==> config.mk <==
export PLATFORM = sky130hd
export DESIGN_NAME = lighting_mode_controller_flat
export DESIGN_NICKNAME = d
export VERILOG_FILES = /design/src/rtl/lighting_pkg.sv /design/src/rtl/lighting_mode_controller_if.sv /design/src/rtl/lighting_mode_controller_classifier.sv /design/src/rtl/lighting_mode_controller.sv /design/src/flat_wrapper.sv
export SDC_FILE = /design/constraint.sdc
export NUM_CORES = 1
export LEC_CHECK = 0
export ABC_AREA = 1
export CAP_MARGIN = 20
export CELL_PAD_IN_SITES_DETAIL_PLACEMENT = 1
export CELL_PAD_IN_SITES_GLOBAL_PLACEMENT = 1
export CORE_ASPECT_RATIO = 0.75
export CORE_MARGIN = 2
export CORE_UTILIZATION = 45
export DETAILED_ROUTE_END_ITERATION = 10
export GPL_TIMING_DRIVEN = 1
export PLACE_DENSITY = 0.82
export SYNTH_ARGS = -nofsm -noshare
export SYNTH_HDL_FRONTEND = slang
export SYNTH_SLANG_ARGS = --single-unit
==> constraint.sdc <==
create_clock -name clk -period 1.9 [get_ports clk]
set_input_delay 0.475 -clock clk [delete_from_list [all_inputs] [get_ports clk]]
set_output_delay 0.475 -clock clk [all_outputs]
set_load 0.05 [all_outputs]
==> src/rtl/lighting_pkg.sv <==
// Shared types and defaults for the smart lighting
// mode controller and its press classifier.
package lighting_pkg;

  localparam int DEBOUNCE_T_DEF = 100;
  localparam int SWITCH_T_DEF   = 5300;

  typedef enum logic [2:0] {
    RELEASED,
    PRESS_DB,
    HELD,
    LONG_HELD,
    RELEASE_DB
  } press_state_t;

  typedef enum logic [1:0] {
    AUTO_OFF,
    AUTO_ON,
    MANUAL_OFF,
    MANUAL_ON
  } light_state_t;

  function automatic logic is_manual(
    light_state_t s
  );
    return (s == MANUAL_OFF) ||
           (s == MANUAL_ON);
  endfunction

  function automatic logic lamp_on(
    light_state_t s
  );
    return (s == AUTO_ON) ||
           (s == MANUAL_ON);
  endfunction

endpackage

==> src/rtl/lighting_mode_controller_if.sv <==
// Pin bundle between the lighting controller,
// its button/sensor inputs and the shutdown timer.
interface lighting_if;

  logic push_button;
  logic infravermelho;
  logic timer_expired;
  logic timer_en;
  logic led;
  logic mode;

  modport master (
    output push_button,
    output infravermelho,
    output timer_expired,
    input  timer_en,
    input  led,
    input  mode
  );

  modport slave (
    input  push_button,
    input  infravermelho,
    input  timer_expired,
    output timer_en,
    output led,
    output mode
  );

endinterface

==> src/rtl/lighting_mode_controller_classifier.sv <==
// Push-button conditioning: sync, debounce and
// short/long press classification.
module button_press_classifier
  import lighting_pkg::*;
#(
  parameter int DEBOUNCE_T = DEBOUNCE_T_DEF,
  parameter int SWITCH_T   = SWITCH_T_DEF
) (
  input  logic clk,
  input  logic rst,
  input  logic btn_i,
  output logic short_evt_o,
  output logic long_evt_o
);

  localparam int MAXT =
    (DEBOUNCE_T > SWITCH_T) ? DEBOUNCE_T
                            : SWITCH_T;
  localparam int CW = $clog2(MAXT) + 1;

  typedef logic [CW-1:0] cnt_t;

  localparam cnt_t DB_LAST =
    cnt_t'(DEBOUNCE_T - 1);
  localparam cnt_t HOLD_LAST =
    cnt_t'(SWITCH_T - 1);

  logic s1_q, s_q;
  press_state_t st_q, st_d;
  cnt_t db_q, db_d;
  cnt_t hold_q, hold_d;
  logic lh_q, lh_d;
  logic short_q, short_d;
  logic long_q, long_d;

  always_ff @(posedge clk or negedge rst) begin
    if (!rst) begin
      s1_q    <= 1'b0;
      s_q     <= 1'b0;
      st_q    <= RELEASED;
      db_q    <= '0;
      hold_q  <= '0;
      lh_q    <= 1'b0;
      short_q <= 1'b0;
      long_q  <= 1'b0;
    end else begin
      s1_q    <= btn_i;
      s_q     <= s1_q;
      st_q    <= st_d;
      db_q    <= db_d;
      hold_q  <= hold_d;
      lh_q    <= lh_d;
      short_q <= short_d;
      long_q  <= long_d;
    end
  end

  // db_q counts stable cycles at the new level;
  // lh_q remembers whether this press went long.
  always_comb begin
    st_d    = st_q;
    db_d    = db_q;
    hold_d  = hold_q;
    lh_d    = lh_q;
    short_d = 1'b0;
    long_d  = 1'b0;
    unique case (st_q)
      RELEASED, PRESS_DB: begin
        if (!s_q) begin
          st_d = RELEASED;
          db_d = '0;
        end else if (db_q == DB_LAST) begin
          st_d   = HELD;
          db_d   = '0;
          hold_d = '0;
          lh_d   = 1'b0;
        end else begin
          st_d = PRESS_DB;
          db_d = db_q + cnt_t'(1);
        end
      end
      HELD, LONG_HELD, RELEASE_DB: begin
        if (!s_q) begin
          if (db_q == DB_LAST) begin
            st_d    = RELEASED;
            db_d    = '0;
            hold_d  = '0;
            lh_d    = 1'b0;
            short_d = !lh_q;
          end else begin
            st_d = RELEASE_DB;
            db_d = db_q + cnt_t'(1);
          end
        end else begin
          db_d = '0;
          st_d = lh_q ? LONG_HELD : HELD;
          if (!lh_q) begin
            if (hold_q == HOLD_LAST) begin
              st_d   = LONG_HELD;
              lh_d   = 1'b1;
              long_d = 1'b1;
            end else begin
              hold_d = hold_q + cnt_t'(1);
            end
          end
        end
      end
      default: begin
        st_d = RELEASED;
        db_d = '0;
      end
    endcase
  end

  assign short_evt_o = short_q;
  assign long_evt_o  = long_q;

endmodule

==> src/rtl/lighting_mode_controller.sv <==
// Manual/automatic lamp sequencer driving an
// external auto-shutdown timer.
module lighting_mode_controller
  import lighting_pkg::*;
#(
  parameter int DEBOUNCE_T = DEBOUNCE_T_DEF,
  parameter int SWITCH_T   = SWITCH_T_DEF
) (
  input  logic      clk,
  input  logic      rst,
  lighting_if.slave bus
);

  logic short_evt;
  logic long_evt;
  logic ir_s1_q, ir_s_q;
  light_state_t st_q, st_d;
  logic led_q, mode_q, ten_q;

  button_press_classifier #(
    .DEBOUNCE_T(DEBOUNCE_T),
    .SWITCH_T  (SWITCH_T)
  ) u_cls (
    .clk        (clk),
    .rst        (rst),
    .btn_i      (bus.push_button),
    .short_evt_o(short_evt),
    .long_evt_o (long_evt)
  );

  // Outputs track the state and presence values
  // being loaded on the same edge.
  always_ff @(posedge clk or negedge rst) begin
    if (!rst) begin
      ir_s1_q <= 1'b0;
      ir_s_q  <= 1'b0;
      st_q    <= AUTO_OFF;
      led_q   <= 1'b0;
      mode_q  <= 1'b0;
      ten_q   <= 1'b0;
    end else begin
      ir_s1_q <= bus.infravermelho;
      ir_s_q  <= ir_s1_q;
      st_q    <= st_d;
      led_q   <= lamp_on(st_d);
      mode_q  <= is_manual(st_d);
      ten_q   <= (st_d == AUTO_ON) && !ir_s1_q;
    end
  end

  always_comb begin
    st_d = st_q;
    if (long_evt) begin
      st_d = is_manual(st_q) ? AUTO_OFF
                             : MANUAL_OFF;
    end else begin
      unique case (st_q)
        AUTO_OFF:
          if (ir_s_q) st_d = AUTO_ON;
        AUTO_ON:
          if (bus.timer_expired && !ir_s_q)
            st_d = AUTO_OFF;
        MANUAL_OFF:
          if (short_evt) st_d = MANUAL_ON;
        MANUAL_ON:
          if (short_evt) st_d = MANUAL_OFF;
      endcase
    end
  end

  assign bus.led      = led_q;
  assign bus.mode     = mode_q;
  assign bus.timer_en = ten_q;

endmodule

==> src/flat_wrapper.sv <==
// flat-port wrapper written by rule: the top's interface ports become plain ports
module lighting_mode_controller_flat import lighting_pkg::*;
#(
  parameter int DEBOUNCE_T = DEBOUNCE_T_DEF,
  parameter int SWITCH_T   = SWITCH_T_DEF
)
  (clk, rst, bus_push_button, bus_infravermelho, bus_timer_expired, bus_timer_en, bus_led, bus_mode);
  lighting_if bus_i ();
  input  logic clk;
  input  logic rst;
  input wire logic [$bits(bus_i.push_button)-1:0] bus_push_button;
  input wire logic [$bits(bus_i.infravermelho)-1:0] bus_infravermelho;
  input wire logic [$bits(bus_i.timer_expired)-1:0] bus_timer_expired;
  output wire logic [$bits(bus_i.timer_en)-1:0] bus_timer_en;
  output wire logic [$bits(bus_i.led)-1:0] bus_led;
  output wire logic [$bits(bus_i.mode)-1:0] bus_mode;
  assign bus_i.push_button = bus_push_button;
  assign bus_i.infravermelho = bus_infravermelho;
  assign bus_i.timer_expired = bus_timer_expired;
  assign bus_timer_en = bus_i.timer_en;
  assign bus_led = bus_i.led;
  assign bus_mode = bus_i.mode;
  lighting_mode_controller #(.DEBOUNCE_T(DEBOUNCE_T), .SWITCH_T(SWITCH_T)) u_core (.clk(clk), .rst(rst), .bus(bus_i));
endmodule
==> impl_metrics.tcl, run 1 <==
set metrics [dict create \
    p_clk_share_pct 41.6 \
    setup.worst_path.class "register to register" \
    crit_arrival_ns 1.95 \
    dp_hpwl_um 5010 \
    die_h_um 67.2 \
    routedWlPerCell_um 16.3 \
    cts_root_buf "clkbuf_8" \
    r2r_cells 9 \
    totalWireLength_um 6790 \
    yosys_warnings 0 \
    peakVddDrop_uv 372 \
    fin_cells 416 \
    grt_pass1_vias 2392 \
    dp.cells 408 \
    vias 2211 \
    first_iter_violations 161 \
    syn_to_final_growth_pct 14.7 \
    synth_top_area_share_pct 44.8 \
    hold_path_class "input pin to asynchronous set/reset pin" \
    io_pins 8 \
    dr.pass1.iters 4 \
    avgSynthCellArea_um2 7.48 \
    cts_sinks 43 \
    p_comb_share_pct 5.3 \
    row_count 22 \
    slew_viol_final 0 \
    die_w_um 88.3 \
    start_util_pct 47.9 \
    cts_tree "done" \
    synth_area_leaders "dfrtp_1 (45%), nand2_1 (15%), nand3_1 (6.9%)" \
    drc 0 \
    final_cell_mix "nand2_1 (93), dfrtp_1 (43), inv_1 (37)" \
    netSwitchingPower_uw 419 \
    required_ns 2.09 \
    end_kind "register" \
    core_area_um2 5010 \
    worst_hold_slack_ns 0.123 \
    synth-seq-area-share_pct 44.8 \
    cts_buffers 5 \
    setup_ws_ns 0.149 \
    gp_congestion 0.871 \
    grt_max_degree 25 \
    synth_cell_types 31 \
    syn_inst 321 \
    synth_seq_cells 43 \
    postRouteAntennaNets 0 \
    grt_usage_pct 26.0 \
    clkSlewWorstSetupHoldPaths_ns 0.09 \
    clock_skew_ns 0.0104 \
    p_per_area_nw_per_um2 643 \
    worst_pin_slew_ns 0.489 \
    hold_violations 0 \
    drv_cap 0 \
    grt-ovfl-total 0 \
    fin_area_um2 2750 \
    sw_frac_of_total_pct 23.7 \
    tns_ns 0 \
    status "finished clean" \
    insertedDiodeCount 0 \
    final_nets 350 \
    setup_viol 0 \
    rsz0062_at_grt "no" \
    synth_area_leader_cell "dfrtp_1" \
    dieArea_um2 5940 \
    p_leak_nw 1.34 \
    fin_crit_ns 1.75 \
    postPlaceCellArea_um2 2620 \
    startpoint_type "register" \
    antenna_found_initial 0 \
    dpl_worst_slack_ns 0.0626 \
    viasPerCell 5.31 \
    cts_buffer_depth 2 \
    syn_nets 328 \
    grt_pass1_wl_um 11600 \
    period_share_pct 92.2 \
    drive_gt1_share_pct 13.1 \
    clk_latency_ns 0.30 \
    intPower_mw 1.35 \
    syn-cell-area_um2 2400 \
    htree_levels 2 \
    io_buffers 7 \
    sequentialPowerShare_pct 53.0 \
    total_power_mw 1.77 \
    fmax_ghz 0.571 \
    slew_headroom_pct 67.2 \
    cp_max_fo 9 \
    post-route-util_pct 54.9 \
    layout_commonest_cell "nand2_1" \
]
layer usage:
layer	up-vias	part of all wire, %	track usage [%]
li1	1061	-	-
met1	1088	49	35.8
met2	53	45	43.0
met3	9	4.5	4.16
met4	0	1.2	6.63
met5	-	0	0
worst max-delay path, stage by stage (launching register included):
cell and delay, ns:
dfrtp_1 0.39, ha_1 0.22, inv_1 0.08, nor2_1 0.05, nand2_1 0.08, nor2_1 0.09, a21oi_4 0.30, nand2_1 0.21
nor2_1 0.16, nor2_1 0.05
cell families (layout without fill, tap and decap cells):
family	count (synthesis)	in the layout	synth area share (%)
simple gates	196	196	37.2
fa+ha+maj	2	2	1.04
buf+inv	46	69	7.98
compound gates	26	26	6.05
xor+xnor	8	8	2.92
flops	43	43	44.8
path summary, 6_finish.rpt:
path                                        startpoint                     end  slack [ns]
worst max-delay path            u_core.u_cls.hold_q[0]  u_core.u_cls.hold_q[5]        0.15
worst min-delay path                               rst  u_core.u_cls.hold_q[6]        0.12
worst max register to register  u_core.u_cls.hold_q[0]  u_core.u_cls.hold_q[5]        0.15
worst min register to register       u_core.u_cls.s1_q        u_core.u_cls.s_q        0.39
max in group asynchronous                          rst    u_core.u_cls.db_q[9]        1.28
min in group clk                     u_core.u_cls.s1_q        u_core.u_cls.s_q        0.39
area by class of cell:
| class | count | area (um^2) |
|---|---|---|
| Inverter | 40 | 150 |
| Timing Repair Buffer | 21 | 175 |
| Multi-Input combinational cell | 232 | 1150 |
| Clock buffer | 5 | 68.8 |
| Sequential cell | 43 | 1080 |
| Tap cell | 72 | 90.1 |
| Fill cell | 650 | 2260 |
| Clock inverter | 3 | 43.8 |
power groups by stage:
stage                     Sequential (mW)  Combinational, mW  Clock (mW)
after CTS                           0.939             0.0957       0.734
after global placement              0.955             0.0918           0
after global routing                0.940              0.105       0.777
after floorplan                     0.966             0.0325           0
after detailed placement            0.957             0.0943           0
final                               0.939             0.0940       0.737
registers in the layout (all words and copies together), names as in the netlist:
register	count
u_core.u_cls.db_q	14
u_core.u_cls.hold_q	14
u_core.u_cls.st_q	3
u_core.st_q	2
u_core.bus.led	1
u_core.bus.mode	1
u_core.bus.timer_en	1
u_core.ir_s1_q	1
u_core.ir_s_q	1
u_core.u_cls.lh_q	1
u_core.u_cls.long_evt_o	1
u_core.u_cls.s1_q	1
u_core.u_cls.s_q	1
u_core.u_cls.short_evt_o	1
what timing repair did:
action	4_1_cts	5_1_grt
setup buffers	0	0
hold buffers	0	0
resized for setup	0	2
endpoints found under the setup margin	0	11
cells in the mapped netlist:
cell type and n:
nand2_1 93, dfrtp_1 43, inv_1 37, nand3_1 33
nor2_1 33, a21oi_1 11, nor3_1 11, o21ai_0 8
xor2_1 6, nand4_1 5, nor2_4 4, inv_2 3
nor2_2 3, nor4_1 3, or2_0 3, a21oi_2 2
buf_2 2, buf_4 2, ha_1 2, nand2_2 2
nand2_4 2, nand3b_1 2, o21ai_1 2, xnor2_1 2
a21boi_0 1, a31oi_1 1, buf_6 1, clkbuf_2 1
nand3_2 1, o21ai_2 1, or2_2 1
(Power assumes the default switching activity.)
==> run 2, diff against run 1 <==
--- a/config.mk
+++ b/config.mk
@@ -5,16 +5,16 @@
 export SDC_FILE = /design/constraint.sdc
 export NUM_CORES = 1
 export LEC_CHECK = 0
-export ABC_AREA = 1
 export CAP_MARGIN = 20
 export CELL_PAD_IN_SITES_DETAIL_PLACEMENT = 1
 export CELL_PAD_IN_SITES_GLOBAL_PLACEMENT = 1
 export CORE_ASPECT_RATIO = 0.75
 export CORE_MARGIN = 2
-export CORE_UTILIZATION = 45
+export CORE_UTILIZATION = 48
 export DETAILED_ROUTE_END_ITERATION = 10
 export GPL_TIMING_DRIVEN = 1
 export PLACE_DENSITY = 0.82
 export SYNTH_ARGS = -nofsm -noshare
 export SYNTH_HDL_FRONTEND = slang
+export SYNTH_HIERARCHICAL = 1
 export SYNTH_SLANG_ARGS = --single-unit
==> run 2 against run 1 <==
  * Global-route usage is 4.3 points lower
  * Die area fell by 15%
  * Total power decreased by 11%
  * Utilization rose by 0.28 points
  * Worst hold slack gained 0.0021 ns
  * Critical endpoint is now u_core/u_cls/hold_q[6]
  * Largest cell class is now sequential cells
==> impl_metrics.tcl, run 2 <==
set metrics [dict create \
    io_pins 8 \
    slew_viol_final 0 \
    sw_frac_of_total_pct 24.0 \
    intPower_mw 1.19 \
    worst_hold_slack_ns 0.125 \
    netSwitchingPower_uw 376 \
    synth_common_cells "dfrtp_1 (42), nor2_1 (17), nand2_1 (13), nand3_1 (13), inv_1 (12)" \
    dp_hpwl_um 3640 \
    dpl_worst_slack_ns 0.00461 \
    viasPerCell 5.96 \
    dr.pass1.iters 4 \
    clock_skew_ns 0.00945 \
    totalWireLength_um 5130 \
    cts_tree "done" \
    syn-cell-area_um2 2150 \
    synth.most_common_cell "dfrtp_1" \
    status "finished clean" \
    p_per_area_nw_per_um2 648 \
    final_cell_mix "dfrtp_1 (42), nor2_1 (17), nand3_1 (13), nand2_1 (13), inv_1 (12)" \
    cts_buffers 5 \
    drive_gt1_share_pct 14.7 \
    cts_root_buf "clkbuf_8" \
    worst_pin_slew_ns 0.522 \
    setup_viol 0 \
    synth_seq_cells 42 \
    rsz0062_at_grt "no" \
    syn_to_final_growth_pct 12.6 \
    post-route-util_pct 55.2 \
    core_area_um2 4390 \
    fmax_ghz 0.560 \
    slew_headroom_pct 64.9 \
    die_w_um 81.3 \
    start_util_pct 49.0 \
    async_reset_ff_share_pct 100 \
    yosys_warnings 6 \
    row_count 21 \
    crit_arrival_ns 2.01 \
    drv_cap 0 \
    first_iter_violations 92 \
    setup_ws_ns 0.114 \
    final_nets 231 \
    sequentialPowerShare_pct 58.7 \
    peakVddDrop_uv 285 \
    required_ns 2.12 \
    p_leak_nw 0.984 \
    synth_ff_type "dfrtp_1" \
    cts_sinks 42 \
    largestRegisters "u_core/u_cls/db_q x14, u_core/u_cls/hold_q x14, u_core/u_cls/st_q x3" \
    gp_congestion 0.812 \
    htree_levels 2 \
    avgSynthCellArea_um2 10.3 \
    cp_max_fo 6 \
    grt_max_degree 25 \
    antenna_found_initial 0 \
    synth_area_leader_cell "dfrtp_1" \
    total_power_mw 1.57 \
    die_h_um 62.0 \
    dp.cells 272 \
    period_share_pct 94.0 \
    setup.worst_path.class "register to register" \
    grt_pass1_wl_um 8010 \
    io_buffers 7 \
    fillers 481 \
    p_clk_share_pct 36.5 \
    insertedDiodeCount 0 \
    vias 1682 \
    postPlaceCellArea_um2 2290 \
    drc 0 \
    clk_latency_ns 0.30 \
    ctsHoldBuffers 0 \
    synth-edff-count 0 \
    synth_top_area_share_pct 48.9 \
    postRouteAntennaNets 0 \
    synth_area_leaders "dfrtp_1 (49%), xor2_1 (4.5%), nand3_1 (3.0%)" \
    grt-ovfl-total 0 \
    syn_nets 215 \
    p_comb_share_pct 4.8 \
    fin_area_um2 2420 \
    tns_ns 0 \
    synth-seq-area-share_pct 48.9 \
    fin_cells 282 \
    routedWlPerCell_um 18.2 \
    fin_crit_ns 1.79 \
    hold_violations 0 \
    cts_buffer_depth 2 \
    syn_inst 208 \
    synth_cell_types 48 \
    layout_commonest_cell "dfrtp_1" \
    grt_usage_pct 21.7 \
    clkSlewWorstSetupHoldPaths_ns 0.09 \
    hold_path_class "input pin to asynchronous set/reset pin" \
    end_kind "register" \
    grt_pass1_vias 1597 \
    startpoint_type "register" \
    dieArea_um2 5040 \
]
[run 2: worst max-delay path, cell delays in order, from the launching register on]
cell and delay, ns:
dfrtp_1 0.44, ha_4 0.19, nand4_2 0.16, or3b_1 0.40, or4_1 0.43, o211ai_2 0.09
[run 2: what timing repair did]
action / CTS / global route
setup buffers: 0 / 2
resized for setup: 1 / 3
pin swaps: 0 / 1
endpoints found under the setup margin: 1 / 10
[run 2: cell type report]
type                       count  area [um^2]  share of cell area [%]
sequential                    42         1050                    43.4
timing repair buffer          16          150                    6.20
inverter                      12         45.0                    1.86
clock inverter                 2         13.8                   0.568
tap                           57         71.3                    2.94
clock buffer                   6         72.6                    3.00
multi-input combinational    147         1020                    42.0
[run 2: metal layers]
layer  routed length [um]  up-vias  track usage (%)
met4                   80        0             8.23
li1                     -      797                -
met1                 2420      855             28.4
met2                 2490       21             35.6
met3                  145        9             5.06
met5                    0        -                0
[run 2: kinds of logic after synthesis]
| group | after synthesis | synth area share, % |
|---|---|---|
| buffers and inverters | 19 | 5.00 |
| DFF | 42 | 48.9 |
| adders and majority gates | 2 | 1.16 |
| AOI/OAI and AO/OA | 45 | 15.6 |
| and+or+nand+nor | 87 | 24.1 |
| xor gates and xnor gates | 13 | 5.29 |
[run 2: power groups by stage]
stage	logic, mW	registers, mW	clock network [mW]
final	0.0755	0.922	0.573
after global routing	0.0841	0.925	0.635
after CTS	0.0774	0.922	0.596
after detailed placement	0.0767	0.940	0
after global placement	0.0715	0.937	0
after floorplan	0.0287	0.945	0
[run 2: worst paths after layout]
kind	from	endpoint	slack [ns]	cells after the start
worst max-delay path	u_core/u_cls/hold_q[1]	u_core/u_cls/hold_q[6]	0.11	5
worst min-delay path	rst	u_core/u_cls/st_q[2]	0.12	1
worst max register to register	u_core/u_cls/hold_q[1]	u_core/u_cls/hold_q[6]	0.11	5
worst min register to register	u_core/u_cls/s1_q	u_core/u_cls/s_q	0.36	0
max in group asynchronous	rst	u_core/u_cls/db_q[3]	1.29	2
min in group clk	u_core/u_cls/s1_q	u_core/u_cls/s_q	0.36	0
